## src/rtl/tlc_pkg.sv

```systemverilog
// Shared lamp encodings, FSM states and a small helper for the tlc_timed block.
package tlc_pkg;

    localparam logic [1:0] RED    = 2'd0;
    localparam logic [1:0] YELLOW = 2'd1;
    localparam logic [1:0] GREEN  = 2'd2;

    typedef enum logic [2:0] {
        S0_HWY_G  = 3'd0,
        S1_HWY_Y  = 3'd1,
        S2_AR1    = 3'd2,
        S3_CTRD_G = 3'd3,
        S4_CTRD_Y = 3'd4,
        S5_AR2    = 3'd5
    } state_t;

    // Largest of the five duration parameters; sizes the phase timer.
    function automatic int max5(input int a, input int b, input int c, input int d, input int e);
        int m;
        m = a;
        if (b > m) m = b;
        if (c > m) m = c;
        if (d > m) m = d;
        if (e > m) m = e;
        return m;
    endfunction

endpackage

```

## src/rtl/tlc_phase_timer.sv

```systemverilog
// Phase timer: counts cycles spent in the current phase, clears synchronously
// and sticks at all-ones so long highway greens never wrap.
module tlc_phase_timer #(
    parameter int W = 4
) (
    input  logic         clk,
    input  logic         clr,
    output logic [W-1:0] t
);

    logic [W-1:0] t_q, t_d;

    // Next count: clear wins, otherwise increment until saturated.
    always_comb begin
        t_d = t_q;
        if (clr)
            t_d = '0;
        else if (t_q != {W{1'b1}})
            t_d = t_q + W'(1);
    end

    // Count register.
    always_ff @(posedge clk) begin
        t_q <= t_d;
    end

    assign t = t_q;

endmodule

```

## src/rtl/tlc_timed.sv

```systemverilog
// Two-road traffic light controller with programmable phase durations,
// country-green maximum, pedestrian walk request and debug phase output.
module tlc_timed
    import tlc_pkg::*;
#(
    parameter int HWY_MIN  = 8,
    parameter int Y_TICKS  = 3,
    parameter int AR_TICKS = 1,
    parameter int CTRD_MIN = 4,
    parameter int CTRD_MAX = 10
) (
    input  logic       clk,
    input  logic       clr,
    input  logic       x,
    input  logic       ped,
    output logic [1:0] hwy,
    output logic [1:0] ctrd,
    output logic       walk,
    output logic [2:0] phase
);

    localparam int TMAX = max5(HWY_MIN, Y_TICKS, AR_TICKS, CTRD_MIN, CTRD_MAX);
    localparam int TW   = $clog2(TMAX + 1);

    // Last timer value of each phase (timer starts at 0 on entry).
    localparam logic [TW-1:0] HWY_LIM  = TW'(HWY_MIN - 1);
    localparam logic [TW-1:0] Y_LIM    = TW'(Y_TICKS - 1);
    localparam logic [TW-1:0] AR_LIM   = TW'(AR_TICKS - 1);
    localparam logic [TW-1:0] CMIN_LIM = TW'(CTRD_MIN - 1);
    localparam logic [TW-1:0] CMAX_LIM = TW'(CTRD_MAX - 1);

    state_t        state_q, state_d;
    logic          ped_pend_q, ped_pend_d;
    logic          walk_q, walk_d;
    logic [TW-1:0] t;
    logic          t_clr;

    // Timer restarts on every phase change and on reset.
    assign t_clr = clr | (state_d != state_q);

    tlc_phase_timer #(.W(TW)) u_timer (
        .clk (clk),
        .clr (t_clr),
        .t   (t)
    );

    // Next-state: each phase advances once its timing and demand conditions hold.
    always_comb begin
        state_d = state_q;
        case (state_q)
            S0_HWY_G:  if (t >= HWY_LIM && (x | ped_pend_q | ped)) state_d = S1_HWY_Y;
            S1_HWY_Y:  if (t == Y_LIM)  state_d = S2_AR1;
            S2_AR1:    if (t == AR_LIM) state_d = S3_CTRD_G;
            S3_CTRD_G: if (t >= CMIN_LIM && (!x || t == CMAX_LIM)) state_d = S4_CTRD_Y;
            S4_CTRD_Y: if (t == Y_LIM)  state_d = S5_AR2;
            S5_AR2:    if (t == AR_LIM) state_d = S0_HWY_G;
            default:   state_d = S0_HWY_G;
        endcase
    end

    // Pedestrian latch and walk lamp: a pending (or same-cycle) request is
    // granted as country green starts; walk drops when country green ends.
    always_comb begin
        ped_pend_d = ped_pend_q | ped;
        walk_d     = walk_q;
        if (state_q == S2_AR1 && state_d == S3_CTRD_G) begin
            walk_d     = ped_pend_q | ped;
            ped_pend_d = 1'b0;
        end else if (state_q == S3_CTRD_G && state_d != S3_CTRD_G) begin
            walk_d = 1'b0;
        end
    end

    // State, latch and walk registers with synchronous clear.
    always_ff @(posedge clk) begin
        if (clr) begin
            state_q    <= S0_HWY_G;
            ped_pend_q <= 1'b0;
            walk_q     <= 1'b0;
        end else begin
            state_q    <= state_d;
            ped_pend_q <= ped_pend_d;
            walk_q     <= walk_d;
        end
    end

    // Moore lamp decode; unused codes show all-red while recovering.
    always_comb begin
        hwy  = RED;
        ctrd = RED;
        case (state_q)
            S0_HWY_G:  hwy  = GREEN;
            S1_HWY_Y:  hwy  = YELLOW;
            S3_CTRD_G: ctrd = GREEN;
            S4_CTRD_Y: ctrd = YELLOW;
            default: ;
        endcase
    end

    assign walk  = walk_q;
    assign phase = state_q;

endmodule
```

## config.mk

```make
export PLATFORM = sky130hd
export DESIGN_NAME = tlc_timed
export DESIGN_NICKNAME = d
export VERILOG_FILES = /design/src/rtl/tlc_pkg.sv /design/src/rtl/tlc_phase_timer.sv /design/src/rtl/tlc_timed.sv
export SDC_FILE = /design/constraint.sdc
export NUM_CORES = 1
export LEC_CHECK = 0
export ABC_AREA = 1
export CAP_MARGIN = 15
export CORE_AREA = 4 4 41 43
export DETAILED_ROUTE_END_ITERATION = 16
export DIE_AREA = 0 0 45 47
export GPL_TIMING_DRIVEN = 0
export PLACE_DENSITY = 0.72
export SLEW_MARGIN = 20
export SYNTH_ARGS = -nofsm -noshare
export SYNTH_HDL_FRONTEND = slang
export SYNTH_SLANG_ARGS = --single-unit
export TNS_END_PERCENT = 10
```

## constraint.sdc

```tcl
create_clock -name clk -period 1.8 [get_ports clk]
set_input_delay 0.18 -clock clk [delete_from_list [all_inputs] [get_ports clk]]
set_output_delay 0.18 -clock clk [all_outputs]
set_load 0.05 [all_outputs]
```

==> Word level (Yosys, flattened, before mapping) <==
Cells that the tools add are included.
{ "classes": {"n_div": 0, "addsub": 1, "n_bitwise": 4, "eq_ne": 11, "reduce_logical": 10, "shift": 0, "mul": 0, "n_mux": 11, "n_lt_le_gt_ge": 2} }
{ "op_table": {"columns": ["operator", "count"], "rows": [
  ["two-way mux 3 bit", 6],
  ["case mux 3 bit (6 select lines)", 1],
  ["== test 3 x 2 -> 1 bit, second input constant", 3],
  ["case mux 2 bit (2 select lines)", 2],
  ["== test 3 bit, second input constant", 2],
  ["adder 4 x 1 -> 4 bit, second input constant", 1],
  ["== test 4 x 2 -> 1 bit, second input constant", 1],
  ["== test 4 bit, second input constant", 1],
  ["greater-or-equal comparator 4 x 2 -> 1 bit, second input constant", 1],
  ["greater-or-equal comparator 4 x 3 -> 1 bit, second input constant", 1],
  ["logical AND 1 bit", 4],
  ["zero test 4 bit", 1],
  ["inequality test 4 bit, second input constant", 1],
  ["OR 1 bit", 4],
  ["== test 3 x 1 -> 1 bit, second input constant", 1],
  ["zero test 3 bit", 1],
  ["inequality test 3 x 2 -> 1 bit, second input constant", 1],
  ["inequality test 3 bit", 1],
  ["two-way mux 1 bit", 2],
  ["nonzero test 2 bit", 1],
  ["OR reduction 2 bit", 1],
  ["zero test 1 bit", 1],
  ["logical OR 1 bit", 1]
]} }
{ "totals": {"word_cells": 43, "mem_bits_ro": 0, "inputBits": 4, "register_bits": 9, "output_inout_bits": 8, "latchBits": 0, "mem_count": 0, "ram_bits": 0} }

==> Depth between registers and ports, before layout <==
{ "depth": {"word_depth": 9, "depth_mapped": 11, "mapped_depth_nobuf": 11} }

==> By module <==
Synthesis repeated with hierarchy kept, for this count alone.
{ "unflattened": {"cells_unflattened": 101, "area_unflattened_um2": 574.3} }
{ "by_module_without_submodules": {"columns": ["module", "seq_area_each_um2", "cells_per_inst", "n_inst", "area_each_um2"], "rows": [
  ["tlc_timed", 100.1, 72, 1, 380.4],
  ["tlc_phase_timer", 80.1, 29, 1, 193.9]
]} }

==> Worst setup path after synthesis <==
Ideal clock, no wire load.
{ "synth_path": {"path_type": "register -> register", "from": "register state_q[0], in the netlist phase[0]", "to": "register u_timer.t_q[3], in the netlist u_timer.t[3]", "setup_slack_ns": -0.646, "arrival_ns": 2.329, "required_ns": 1.683, "setup_time_ns": 0.117, "n_path_buf": 0, "path_stages_with_launch": 7, "period_less_slack_ns": 2.446, "path_cell_list": "dfxtp_1 > nor3_1 > o211ai_1 > nand3_2 > nand2_1 > nand2_2 > nor2_1"} }
{ "synth_between": {"elab_chain_cells": 4, "word_cells_on_any_way": 15, "cone_classes": "eq/ne: 6; mux: 7; bitwise: 1; reduce/logical: 1"} }
{ "synth_rtl": {"columns": ["element", "line_no", "text"], "rows": [
  ["start, declared", "tlc_timed.sv:32", "state_t state_q, state_d;"],
  ["start signal, assigned", "tlc_timed.sv:81", "state_q <= state_d;"],
  ["== test 3 bit, or another cell as far along", "tlc_timed.sv:50", "case (state_q)"],
  ["case mux 3 bit (6 select lines)", "tlc_timed.sv:50", null],
  ["inequality test 3 bit *", "tlc_timed.sv:39", "assign t_clr = clr | (state_d != state_q);"],
  ["OR 1 bit *", "tlc_timed.sv:39", null],
  ["end signal, assigned", "tlc_phase_timer.sv:24", "t_q <= t_d;"],
  ["end, declared", "tlc_phase_timer.sv:11", "logic [W-1:0] t_q, t_d;"]
]} }
Every way passes the cells marked *; elsewhere a longest branch is shown, timed or not.
A chain may end at the register's enable or synchronous reset.

==> Final worst setup path <==
{ "layout_path": {"from": "register state_q[0], in the netlist phase[0]", "to": "output phase[0]"} }
{ "layout_rtl": {"columns": ["element", "line_no", "text"], "rows": [
  ["end, declared", "tlc_timed.sv:19", "output logic [2:0] phase"]
]} }
No word-level cell between the ends.

==> impl_metrics.csv <==
group,metric,value,unit
drt,vias,611,
worst_setup_path,path_delay_family,"buffers and inverters",
synth,yosys-top-cells-count,"22 x nand2_1, 13 x inv_1, 11 x nor2_1",
layout,final_core_util,0.604,
flow_run,max-cap-violations,0,
placement,dp_hpwl,986,um
synth,synthAdderAreaFrac,0.102,
placement,io_buffer_count,11,
worst_setup_path,cp_cell_sequence,"clkdlybuf4s50_1",
timing,final.period_utilization,0.969,
synth,yosysTopAreaCell,"dfxtp_1",
worst_setup_path,reg2reg_depth,11,
min_path,hp-class,"reg -> reg",
synth,synth_top_area_frac,0.294,
drt,wl,1230,um
drt,drt.antenna.violating_nets,0,
status,outcome,"finished, final reports clean",
timing,period_minus_slack,1.74,ns
grt,grt_use_total,0.142,
min_path,holdPathEnd,"walk",
worst_setup_path,cp.required,1.62,ns
pwr,ir_worst_vdd,0.000338,V
timing,setup_slack,0.0560,ns
worst_setup_path,cp_data_arrival_time,1.56,ns
floorplan,io_pins,12,
synth,synth_simple_gate_area_frac,0.401,
timing,slew_headroom,0.663,
worst_setup_path,critPathBufInv,1,
worst_setup_path,reg2reg_setup_slack,0.26,ns
drt,drc_errors,0,
worst_setup_path,path_max_fanout,8,
synth,syn-cell-area,612,um2
synth,syn_inst,93,
grt,grt_overflow,0,
grt,antenna_found_initial,0,
clock_network,cts_root_buf,"clkbuf_4",
synth,ys_types,17,
timing,worst_pin_slew,0.504,ns
timing,hold_viol,0,
clock_network,ctsHoldBuffers,0,
synth,synth_compound_area_frac,0.0900,
synth,syn_nets,102,
synth,yosys-top-cells-area,"dfxtp_1 29%, nand2_1 13%, ha_1 10%, inv_1 8.0%, nor2_1 6.7%",
floorplan,die_area,2120,um2
worst_setup_path,r2r-start,"u_timer.t[0]",
layout,drive_gt1_frac,0.204,
placement,gp_congestion,0.814,
floorplan,core_region_area,1300,um2
synth,synth_edf_count,0,
clock_network,cts.clk_slew.worst_paths,0.06,ns
timing,fmax,573,MHz
clock_network,cts_tree,"built",
floorplan,die_w,45,um
pwr,powerDensity,585,nW/um2
clock_network,insertion_delay,0.26,ns
floorplan,dieHeight,47,um
placement,dp_slack,0.129,ns
grt,grt_pass1_wl,2110,um
grt,grt_pass1_vias,538,
synth,ys_seq_area_frac,0.294,
min_path,min_delay_path_depth,2,
pwr,power.leakage,0.380,nW
layout,diodes,0,
synth,synth_seq_cells,9,
synth,synth_most_common_cell,"nand2_1",
worst_setup_path,critPathKind,"reg -> out",
synth,synth_xor_xnor_area_share,0.0143,
layout,nets,118,
timing,fin_tns_setup,0,ns
floorplan,start_util,0.470,
synth,synth_mux_area_frac,0,
min_path,min-delay-start,"walk",
clock_network,cts_made_buffers,3,
worst_setup_path,crit_slowest_cell,"clkdlybuf4s50_1",
drt,vias_per_cell,4.97,
synth,async_reset_ff_frac,0,
timing,slew_viol_final,0,
floorplan,num_rows,13,
clock_network,htree_levels,1,
clock_network,cts.sink_count,9,
drt,drtIter0Drc,14,
timing,rsz0062_at_grt,"false",
synth,yosysWarnings,0,
clock_network,clockBufferDepth,2,
synth,syn_avg_cell_area,6.58,um2
worst_setup_path,slowest_delay,0.85,ns
synth,synthFlopType,"dfxtp_1",
worst_setup_path,critical_path.startpoint_type,"flop",
grt,grt_max_degree,9,
drt,detail_route.wl_per_cell,9.98,um
timing,fin_skew,0.00738,ns
timing,finalSetupViolCount,0,
worst_setup_path,crit_path_end_kind,"output pin",
layout,area_growth,28.4,%
synth,synth_top_family_by_area,"simple AND/OR/NAND/NOR gates",
worst_setup_path,reg2reg_to,"u_timer.t[3]",
drt,drt_first_pass_iters,4,
-- cell type report --
cell class | instances | area [um2]
Timing Repair Buffer | 11 | 105
Tap cell | 15 | 18.8
Fill cell | 136 | 515
Clock buffer | 4 | 26.3
Multi-Input combinational cell | 68 | 392
Inverter | 16 | 60.1
Sequential cell | 9 | 184
-- cells in the final DEF, fill, tap and decap left out --
cell type,count
nor3_1,2
nand2_1,22
clkbuf_4,3
nor3_4,2
clkbuf_1,1
nand3_2,1
nand3_1,5
nor2_2,5
nor2_1,10
a21oi_1,4
dfxtp_1,6
ha_1,5
nor2_4,1
nand2_2,4
inv_1,13
inv_2,3
xor2_1,1
dfxtp_2,3
o21ai_0,4
dlygate4sd2_1,4
o211ai_1,2
clkdlybuf4s50_1,7
-- metal layers --
metal | track usage | vias up | part of all wire
met5 | 0 | - | 0
met4 | 0.0877 | 0 | 0.024
met3 | 0.0498 | 4 | 0.072
met2 | 0.218 | 21 | 0.43
met1 | 0.170 | 267 | 0.47
li1 | - | 319 | -
-- worst max-delay path by stage --
stage	startpoint	end	slack [ns]	depth (start not counted)
finish	phase[0]	phase[0]	0.06	1
global route	phase[0]	phase[0]	0.0001	1
CTS	phase[0]	phase[0]	0.04	1
detailed placement	phase[0]	ctrd[1]	0.13	3
global placement	phase[0]	ctrd[1]	0.14	3
floorplan	phase[0]	u_timer.t[3]	0.07	9
-- timing repair --
item | 4_1_cts | 5_1_grt
buffers inserted | 0 | 0
resized for setup | 4 | 0
endpoints found under the setup margin | 4 | 0
-- flip-flops by register name (all words and copies together) (netlist names) --
signal / flops
u_timer.t: 4
phase: 3
ped_pend_q: 1
walk: 1
-- metrics by stage --
| stage | instances | hold slack [ns] | instance area [um2] | power [mW] |
|---|---|---|---|---|
| 6_report | 123 | 0.487 | 786 | 0.460 |
| 5_1_grt | 123 | 0.540 | 786 | 0.485 |
| 4_1_cts | 123 | 0.491 | 786 | 0.463 |
| 3_5_place_dp | 119 | 0.482 | 764 | 0.304 |
| 3_3_place_gp | 119 | 0.478 | 764 | 0.301 |
| 2_1_floorplan | 93 | 0.242 | 636 | 0.280 |
-- power breakdown --
part / switching [mW] / internal (mW)
combinational: 0.0454 / 0.0300
sequential: 0.0141 / 0.209
clock: 0.0753 / 0.0855
total: 0.135 / 0.325
-- cell families after synthesis --
| family | count (synthesis) |
|---|---|
| AOI/OAI and AO/OA | 10 |
| xor gates and xnor gates | 1 |
| adders and majority gates | 5 |
| buffers and inverters | 16 |
| DFF | 9 |
| and+or+nand+nor | 52 |
Note: power is estimated with default switching activity, not from simulation.
==> RTL change 1: new RTL, same settings <==
Register the output `ctrd`; this adds one clock of latency there. The other outputs are not delayed to match.
--- a/src/rtl/tlc_timed.sv
+++ b/src/rtl/tlc_timed.sv
@@ -30,2 +30,4 @@
     localparam logic [TW-1:0] CMAX_LIM = TW'(CTRD_MAX - 1);
+
+    logic [1:0] ctrd_d;
 
@@ -89,3 +91,3 @@
         hwy  = RED;
-        ctrd = RED;
+        ctrd_d = RED;
         case (state_q)
@@ -93,4 +95,4 @@
             S1_HWY_Y:  hwy  = YELLOW;
-            S3_CTRD_G: ctrd = GREEN;
-            S4_CTRD_Y: ctrd = YELLOW;
+            S3_CTRD_G: ctrd_d = GREEN;
+            S4_CTRD_Y: ctrd_d = YELLOW;
             default: ;
@@ -102,2 +104,6 @@
 
+    always_ff @(posedge clk) begin
+        ctrd <= ctrd_d;
+    end
+
 endmodule
Function: no difference found for any inputs over 10 cycles, from zero or initial values; that may be too few to reach the edited logic, so the function may still have changed.
==> RTL change 1 against the original RTL <==
  * Final area is 1.8% higher
  * Utilization grew 1.1 points
  * Cell count decreased by 0.81%
  * Maximum frequency grew 2.3%
  * Sequential cell count grew 2
  * Critical endpoint is now hwy[0]
  * Routed wire length is essentially flat
  * Global-route usage shrank 0.15 points
  * Synthesized area increased by 3.9%
  * Die area stayed put
  * Non-clock buffer count unchanged
  * Count of clock-buffer cells in the layout unchanged
  * Setup slack improved by 0.039 ns
Power is not compared: it rests on default switching activity, and its combinational part moved more than twofold at a synthesized area within 25%.
==> RTL change 1: results (changes against the original RTL) <==
| Metric | Value |
|---|---|
| Status | `completed` |
| Metal2 WL | `604 µm (+14%)` |
| Slowest stage delay, CP | `0.52 ns (-0.33 ns)` |
| Vias in the first global route | `516 (-4.1%)` |
| First-pass GRT wire length | `2120 µm (+0.33%)` |
| Starting DRT DRC Count | `15 (+1)` |
| Ranking of synthesized cells by area | `dfxtp_1, nand2_1, ha_1` |
| Slew margin rel. | `66.6% (+0.33 points)` |
| Sequential share of the synthesized area | `34.6% (+5.2 points)` |
| M1 WL | `540 µm (-6.9%)` |
| Worst R2R Path Depth | `9 (-2)` |
| Met3 WL | `65 µm (-27%)` |
| GRT Overall Usage | `14.0% (-0.15 points)` |
| Crit-path slowest cell | `dlygate4sd2_1` |
| Vias | `582 (-4.7%)` |
| Critical Path AT | `1.52 ns (-0.04 ns)` |
| Layout cells sized above 1 | `13.1% (-7.3 points)` |
| HPWL after detailed placement | `992 µm (+0.64%)` |
| Worst-Skew Late Latency | `0.28 ns (+0.02 ns)` |
| Clock-pin slew on the worst setup and hold paths | `0.09 ns (+0.03 ns)` |
| Post-synthesis compound-gate area fraction | `5.91% (-3.1 points)` |
| R2R Path End | `u_timer.t[1]$_SDFFE_PP0P_` |
| Largest net degree at the start of global routing | `8 (-1)` |
| Post-Synth Adder-Cell Area | `9.84% (-0.38 points)` |
| Post-synthesis net count | `101 (-0.98%)` |
| Net count, final | `117 (-0.85%)` |
## RTL change 1: cell count changes in the layout (fill, tap and decap cells not counted), moves of 2 or more
cell      unedited run  this run
dfxtp_1              6        11
dfxtp_2              3         0
nand2_1             22        19
nand3_1              5         8
nor2_2               5         2
inv_1               13        15
nand2_2              4         2
nor2_1              10        12
o211ai_1             2         0
o21ai_0              4         2
## RTL change 1: stage by stage
stage	hold slack [ns]	setup slack, ns	instances	utilization (%)	cell area [µm²]
2_1_floorplan	0.249	0.166	92	-	647
3_3_place_gp	0.490	0.146	118	59.6	776
3_5_place_dp	0.490	0.121	118	59.6	776
4_1_cts	0.509	0.00912	122	61.3	797
5_1_grt	0.569	0.0373	122	61.4	800
6_report	0.514	0.0953	122	61.4	800
## RTL change 1: area by class of cell
| type | count | area (µm²) |
|---|---|---|
| Multi-Input combinational cell | 64 | 363 |
| Sequential cell | 11 | 220 |
| Inverter | 17 | 63.8 |
| Fill cell | 131 | 502 |
| Timing Repair Buffer | 11 | 108 |
| Clock buffer | 4 | 26.3 |
| Tap cell | 15 | 18.8 |
## RTL change 1: logic make-up (layout without fill, tap and decap cells)
| logic type | after synthesis | after routing |
|---|---|---|
| xor gates and xnor gates | 1 | 1 |
| DFF | 11 | 11 |
| and+or+nand+nor | 51 | 51 |
| AOI/OAI and AO/OA | 7 | 7 |
| buffers and inverters | 17 | 32 |
| adders and majority gates | 5 | 5 |
## RTL change 1: worst max-delay path by stage
stage / endpoint / slack (ns) / cells after the start
2_1_floorplan: u_timer.t[1]$_SDFFE_PP0P_ / 0.17 / 9
3_3_place_gp: hwy[0] / 0.15 / 3
3_5_place_dp: hwy[0] / 0.12 / 3
4_1_cts: phase[1] / 0.009 / 1
5_1_grt: hwy[0] / 0.04 / 3
6_report: hwy[0] / 0.1 / 3
## RTL change 1: metal layers
| layer | vias to the layer above | GRT usage, % |
|---|---|---|
| li1 | 317 | - |
| met1 | 247 | 16.3 |
| met2 | 14 | 24.0 |
| met3 | 4 | 3.45 |
| met4 | 0 | 7.02 |
| met5 | - | 0 |
## RTL change 1: where the power goes
part	internal [W]	total (W)	switching (W)	leakage [nW]
sequential	0.000278	0.000335	0.0000566	0.0896
clock	0.0000859	0.000180	0.0000942	0.0150
combinational	0.000130	0.000384	0.000254	0.307
## RTL change 1: what timing repair did
action	in CTS	in global routing
endpoints found under the setup margin	4	1
setup buffers	0	0
gates resized for setup	4	1
hold endpoints to repair	0	0
## RTL change 1: tightest hold or removal path, delay by kind of cell, from the launching register on
| family | cells | cell delay, ns |
|---|---|---|
| and+or+nand+nor | 1 | 0.10 |
| AOI/OAI and AO/OA | 1 | 0.06 |
| DFF | 1 | 0.31 |
==> RTL change 2: new RTL, config.mk and constraints unchanged <==
Without the edit above. Set the parameter `CTRD_MAX` to 20 (it was 10).
--- a/src/rtl/tlc_timed.sv
+++ b/src/rtl/tlc_timed.sv
@@ -9,3 +9,3 @@
     parameter int CTRD_MIN = 4,
-    parameter int CTRD_MAX = 10
+    parameter int CTRD_MAX = 20
 ) (
Function: no difference found for any inputs over 10 cycles, from zero or initial values; that may be too few to reach the edited logic, so the function may still have changed.
==> RTL change 2 against the original RTL <==
  * Sequential cell count increased by 1
  * Synthesized area increased by 11%
  * Routed wire length increased by 16%
  * First-iteration DRC count decreased by 14%
  * Setup slack improved by 0.014 ns
  * Total power increased by 23%
  * Via count increased by 10%
  * Final area increased by 9.1%
  * Global-route usage increased by 1.7 points
==> RTL change 2: results (changes against the original RTL) <==
| Metric | Value |
|---|---|
| Avg Inst Size Synth | `6.49 µm² (-1.3%)` |
| Via-per-instance ratio | `4.99 (+0.36%)` |
| N_diodes | `0 (unchanged)` |
| Layout cells sized above 1 | `20.0% (-0.37 points)` |
| Delay-heaviest family, CP | `buffers and inverters` |
| Post-Synth Adder-Cell Area | `7.34% (-2.9 points)` |
| Crit-path slowest cell | `clkdlybuf4s50_1` |
| GRT Overall Usage | `15.8% (+1.7 points)` |
| Post-synthesis compound-gate area fraction | `6.42% (-2.6 points)` |
| Synth cell types | `20 (+3)` |
| Net count, final | `129 (+9.3%)` |
| Internal Power | `0.000403 W (+24%)` |
| Sequential share of the synthesized area | `29.4% (-0.090 points)` |
| Largest net degree at the start of global routing | `8 (-1)` |
| Most frequent cells after synthesis | `nand2_1, nor2_1, inv_1` |
| Starting DRT DRC Count | `12 (-2)` |
| Vias in the first global route | `623 (+16%)` |
| Filler cells | `124 (-8.8%)` |
| First-pass GRT wire length | `2430 µm (+15%)` |
| HPWL after detailed placement | `1160 µm (+18%)` |
| Maximum buffer depth of the clock tree | `2 (unchanged)` |
| Max FFs per register | `5 (+1)` |
| Crit path max fanout | `7 (-1)` |
| Post-synthesis net count | `113 (+11%)` |
| DP Worst Slack | `0.111 ns (-0.0185 ns)` |
| Peak VDD IR | `614 µV (+82%)` |
| Area after DPL | `826 µm² (+8.0%)` |
| Clock Skews | `0.00675 ns (-0.000628 ns)` |
| Clk root buf | `clkbuf_4` |
| Ranking of synthesized cells by area | `dfxtp_1, nand2_1, nor2_1` |
| Hold Crit Class | `reg -> reg` |
| Initial antenna violation count | `0 (unchanged)` |
| Finished Layout Cells | `135 (+9.8%)` |
| Slew margin rel. | `66.9% (+0.67 points)` |
| Leakage | `0.420 nW (+10%)` |
| GPL Wtd Cong | `0.873 (+7.3%)` |
| Synth Area in XOR/XNOR | `3.85% (+2.4 points)` |
| Placed insts | `131 (+10%)` |
| Post-CTS resize count | `4 (unchanged)` |
| Status | `completed` |
| WL/cell | `10.6 µm (+6.0%)` |
[RTL change 2: kinds of logic (layout without fill, tap and decap cells)]
kind of cell,after synthesis,count (layout)
XOR/XNOR,3,3
adder cells (fa/ha/maj),4,4
AO/OA/AOI/OAI,8,8
buffers and inverters,19,34
flip-flops,10,10
AND/OR/NAND/NOR,61,61
[RTL change 2: layout make-up]
| cell class | count | area [µm²] | area share [%] |
|---|---|---|---|
| multi-input combinational | 76 | 414 | 48.3 |
| buffer | 1 | 11.3 | 1.31 |
| clock buffer | 4 | 36.3 | 4.23 |
| tap | 15 | 18.8 | 2.19 |
| timing repair buffer | 11 | 105 | 12.3 |
| inverter | 18 | 67.6 | 7.88 |
| sequential | 10 | 204 | 23.8 |
[RTL change 2: metal layers]
metal  GRT usage, %  routed length, µm
met5              0                  0
met4           8.77                 35
met3           2.30                 89
met2           26.6                646
met1           19.5                657
[RTL change 2: path summary, 6_finish.rpt]
path / slack [ns] / cells after the start / to / startpoint
setup / recovery: 0.07 / 1 / phase[0] / phase[0]$_SDFF_PP0_
setup reg to reg: 0.23 / 8 / u_timer.t[2]$_SDFFE_PP0P_ / u_timer.t[1]$_SDFFE_PP0P_
hold / removal: 0.54 / 2 / walk$_SDFFE_PP0P_ / walk$_SDFFE_PP0P_
hold reg to reg: 0.54 / 2 / walk$_SDFFE_PP0P_ / walk$_SDFFE_PP0P_
[RTL change 2: power groups by stage]
stage,logic [W],clock network [W],registers (W)
after floorplan,0.0000862,0,0.000252
after global placement,0.000113,0,0.000251
after detailed placement,0.000116,0,0.000252
after CTS,0.000115,0.000210,0.000247
after global routing,0.000130,0.000220,0.000250
final,0.000113,0.000206,0.000247
